[config.mk]
export PLATFORM = sky130hd
export DESIGN_NAME = down_counter_timer
export DESIGN_NICKNAME = d
export VERILOG_FILES = /design/src/rtl/counter_pkg.sv /design/src/rtl/down_counter_timer.sv
export SDC_FILE = /design/constraint.sdc
export NUM_CORES = 1
export LEC_CHECK = 0
export BUFFER_PORTS_ARGS = -buffer_cell sky130_fd_sc_hd__buf_2
export CORE_AREA = 8 8 45 47
export DETAILED_ROUTE_END_ITERATION = 6
export DIE_AREA = 0 0 53 55
export GPL_TIMING_DRIVEN = 1
export PLACE_DENSITY = 0.63
export SLEW_MARGIN = 0
export SYNTH_ARGS = -nofsm -noshare
export SYNTH_HDL_FRONTEND = slang
export SYNTH_SLANG_ARGS = --single-unit
export TNS_END_PERCENT = 5
[constraint.sdc]
create_clock -name clk -period 2.2 [get_ports clk]
set_input_delay 0 -clock clk [delete_from_list [all_inputs] [get_ports clk]]
set_output_delay 0 -clock clk [all_outputs]
set_load 0.01 [all_outputs]
[src/rtl/counter_pkg.sv]
// Shared types and default sizing for the counter subsystem.
package counter_pkg;

    typedef enum logic {
        IDLE = 1'b0,
        RUN  = 1'b1
    } timer_state_e;

    localparam int COUNTER_WIDTH = 4;

endpackage

[src/rtl/down_counter_timer.sv]
// Loadable down-counter timer: arms on start, decrements per enabled cycle, pulses done at terminal count.
// Latency: done rises N cycles after start is sampled with load N and enable held high.
// No backpressure: enable low pauses the count; abort cancels; start retriggers at any time.
module down_counter_timer
    import counter_pkg::*;
#(
    parameter int WIDTH       = COUNTER_WIDTH,
    parameter int AUTO_RELOAD = 0
) (
    input  logic             clk,
    input  logic             rst,
    input  logic             start,
    input  logic [WIDTH-1:0] load_val,
    input  logic             enable,
    input  logic             abort,
    output logic [WIDTH-1:0] count_val,
    output logic             busy,
    output logic             done,
    output logic             zero
);

    timer_state_e     state_q, state_d;
    logic [WIDTH-1:0] count_q, count_d;
    logic [WIDTH-1:0] reload_q, reload_d;
    logic             done_q, done_d;

    always_ff @(posedge clk) begin
        if (rst) begin
            state_q  <= IDLE;
            count_q  <= '0;
            reload_q <= '0;
            done_q   <= 1'b0;
        end else begin
            state_q  <= state_d;
            count_q  <= count_d;
            reload_q <= reload_d;
            done_q   <= done_d;
        end
    end

    always_comb begin
        state_d  = state_q;
        count_d  = count_q;
        reload_d = reload_q;
        done_d   = 1'b0;

        // abort outranks start in both states, so a simultaneous start is dropped
        if (abort) begin
            count_d = '0;
            state_d = IDLE;
        end else if (start) begin
            if (load_val != '0) begin
                count_d  = load_val;
                reload_d = load_val;
                state_d  = RUN;
            end else begin
                count_d = '0;
                done_d  = 1'b1;
                state_d = IDLE;
            end
        end else if (state_q == RUN && enable) begin
            if (count_q == WIDTH'(1)) begin
                done_d = 1'b1;
                if (AUTO_RELOAD != 0) begin
                    count_d = reload_q;
                end else begin
                    count_d = '0;
                    state_d = IDLE;
                end
            end else if (count_q != '0) begin
                count_d = count_q - WIDTH'(1);
            end
        end
    end

    assign count_val = count_q;
    assign busy      = (state_q == RUN);
    assign done      = done_q;
    assign zero      = (count_q == '0);

endmodule
==> qor.yml <==
outcome:
  outcome: "finished clean"
timing:
  final.setup.worst_slack_ps: 499.1
  min_period_over_period_pct: 77.31
  fin_crit_ps: 1701
  setup_viol: 0
  setup_tns_ps: 0
  max_slew_margin_pct: 73.07
  fin_hold_ws_ps: 29.70
  tightest_slew_ps: 398.8
  rsz0062_at_grt: "no"
  clock_skew_ps: 4.401
  hold_viol_final: 0
  drv_slew: 0
  max_freq_ghz: 0.5879
placed_design:
  dp_hpwl_um: 861.3
  place_ws_ps: 498.9
  place.gp.congestion: 0.7856
  place_area_um2: 488.0
  port_buffers: 15
  dp_cells: 75
hold_path:
  min_path_cells: 2
  min_delay_worst_endpoint: "count_val[1]$_SDFFE_PP0P_"
  hold_class: "in -> reg"
  worst_hold_startpoint: "load_val[1]"
detailed_routing:
  drt_wl_total_um: 1051
  viasPerCell: 4.974
  drtIter0Drc: 10
  drt_pass1_iterations: 2
  wl_per_cell_um: 13.47
  num_vias: 388
  ant_nets: 0
  drcViolationCount: 0
synthesis:
  syn_nets: 57
  synth-xor-area-share_pct: 0
  ys_seq_elements: 6
  synthSimpleGateAreaFrac_pct: 27.13
  synth_top_family_by_area: "simple AND/OR/NAND/NOR gates"
  synth-main-ff-cell: "dfxtp_1"
  synthAdderAreaFrac_pct: 9.464
  synth_area_um2: 396.6
  avgSynthCellArea_um2: 8.814
  synth_mux_area_share_pct: 5.047
  ys_types: 23
  ys_warn_count: 0
  ys_seq_area_share_pct: 30.28
  netlist_instances: 45
  async_flop_share_pct: 0
  synth_edf_count: 0
  synth-compound-area-share_pct: 22.40
setup_path:
  critPathLaunchType: "flop"
  ff2ff_path_depth: 6
  r2r_slack_ps: 500
  crit_required_ps: 2330
  crit_type: "reg -> reg"
  arrival_ps: 1830
  crit_fanout: 6
  rr_endpoint: "count_val[1]$_SDFFE_PP0P_"
  r2r_start: "count_val[0]$_SDFFE_PP0P_"
  end_kind: "flop"
cts:
  clock_latency_ps: 240
  path_clk_slew_ps: 50
  cts.path.max_buffers: 2
  hold_buffers: 0
  cts_buffers: 3
  ctsHtreeMaxLevel: 1
  cts_tree: "built"
  cts_resized: 0
  post_cts_buffers: 0
  cts_sinks: 6
  cts_root_buf: "clkbuf_4"
layout:
  nets: 76
  n_antenna_cell: 0
  design_area_um2: 510.5
  area_growth_pct: 28.71
  layout_common_cells: "15 x buf_2, 6 x dfxtp_1, 5 x inv_1, 5 x nor2_1"
  layout_commonest_cell: "buf_2"
  finalNonFillerCells: 78
  utilization_pct: 36.89
  drive_above_1_share_pct: 35.48
grt:
  first_global_vias: 399
  grt_first_pass_wirelength_um: 1662
  antenna_found_initial: 0
  grt-ovfl-total: 0
  busiest_layer: "met2"
  met2_usage_pct: 11.52
  grt_start_max_net_pins: 10
  groute.usage.overall_pct: 7.760
  use_met3_pct: 2.406
  grt_use_met1_pct: 8.967
pwr:
  p_int_mw: 0.1978
  p_sw_share_pct: 25.94
  totalPowerFinal_mw: 0.2670
  seqPwrFrac_pct: 44.3
  p_per_area_nw_per_um2: 523.1
  combinationalPowerShare_pct: 18.9
  leakage_nw: 0.2301
  ir_drop_mv: 0.2372
  switchingPower_mw: 0.06927
  p_clk_share_pct: 36.8
floorplan:
  initial_core_util_pct: 28.66
  coreArea_um2: 1384
  die_area_um2: 2915
  die_x_um: 53
  rows: 14
  num_io_pins: 16
  die_y_um: 55
flow_run:
  maxCapViolations: 0
-- critical path, cell delays in order, from the launching register on --
cell and delay, ps:
dfxtp_1 400, inv_1 90, ha_1 190, nor3b_2 160, a21o_4 240, and4_1 200, a311o_1 300
-- power groups by stage --
stage / Sequential [mW] / Combinational, mW / Clock [mW]
finish: 0.118 / 0.0504 / 0.0983
global route: 0.119 / 0.0566 / 0.110
CTS: 0.118 / 0.0511 / 0.105
detailed placement: 0.120 / 0.0508 / 0
global placement: 0.120 / 0.0497 / 0
floorplan: 0.122 / 0.0281 / 0
-- sequential cells by signal, summed over array words and instances, names as in the netlist --
register and cells:
done 1, count_val 4, busy 1
-- routing by layer --
metal	share of wire [%]	vias to the layer above
met5	0	-
met4	1.1	0
met3	8.1	2
met2	41	12
met1	49	169
li1	-	205
-- cells in the mapped netlist (2+ instances only) --
library cell	n	area [um2]
nor2_1	5	18.77
nor4_1	2	12.51
ha_1	3	37.54
a311o_1	3	30.03
dfxtp_1	6	120.1
mux2i_1	2	20.02
inv_1	5	18.77
and4_1	2	17.52
nand2_1	3	11.26
-- how the worst max path moves through the flow --
stage                              start  slack [ps]  cells past startpoint                        end
6_report       count_val[0]$_SDFFE_PP0P_         500                      6  count_val[1]$_SDFFE_PP0P_
5_1_grt        count_val[0]$_SDFFE_PP0P_         420                      6  count_val[1]$_SDFFE_PP0P_
4_1_cts        count_val[0]$_SDFFE_PP0P_         480                      6  count_val[1]$_SDFFE_PP0P_
3_5_place_dp   count_val[0]$_SDFFE_PP0P_         500                      6  count_val[1]$_SDFFE_PP0P_
3_3_place_gp   count_val[0]$_SDFFE_PP0P_         540                      6  count_val[1]$_SDFFE_PP0P_
2_1_floorplan  count_val[0]$_SDFFE_PP0P_         490                      6  count_val[1]$_SDFFE_PP0P_
-- final cells by class --
cell class,instances,area (um2)
multi-input combinational,33,254.0
fill,152,873.3
timing repair buffer,15,75.07
inverter,5,18.77
clock buffer,3,22.52
tap,16,20.02
sequential,6,120.1
-- cells by family (layout without fill, tap and decap cells) --
logic type                 Yosys count  count (layout)
and+or+nand+nor                     18              18
adders and majority gates            3               3
buffers and inverters                6              23
muxes                                2               2
AOI/OAI and AO/OA                   10              10
DFF                                  6               6
Power figures use the tool's default switching activity.
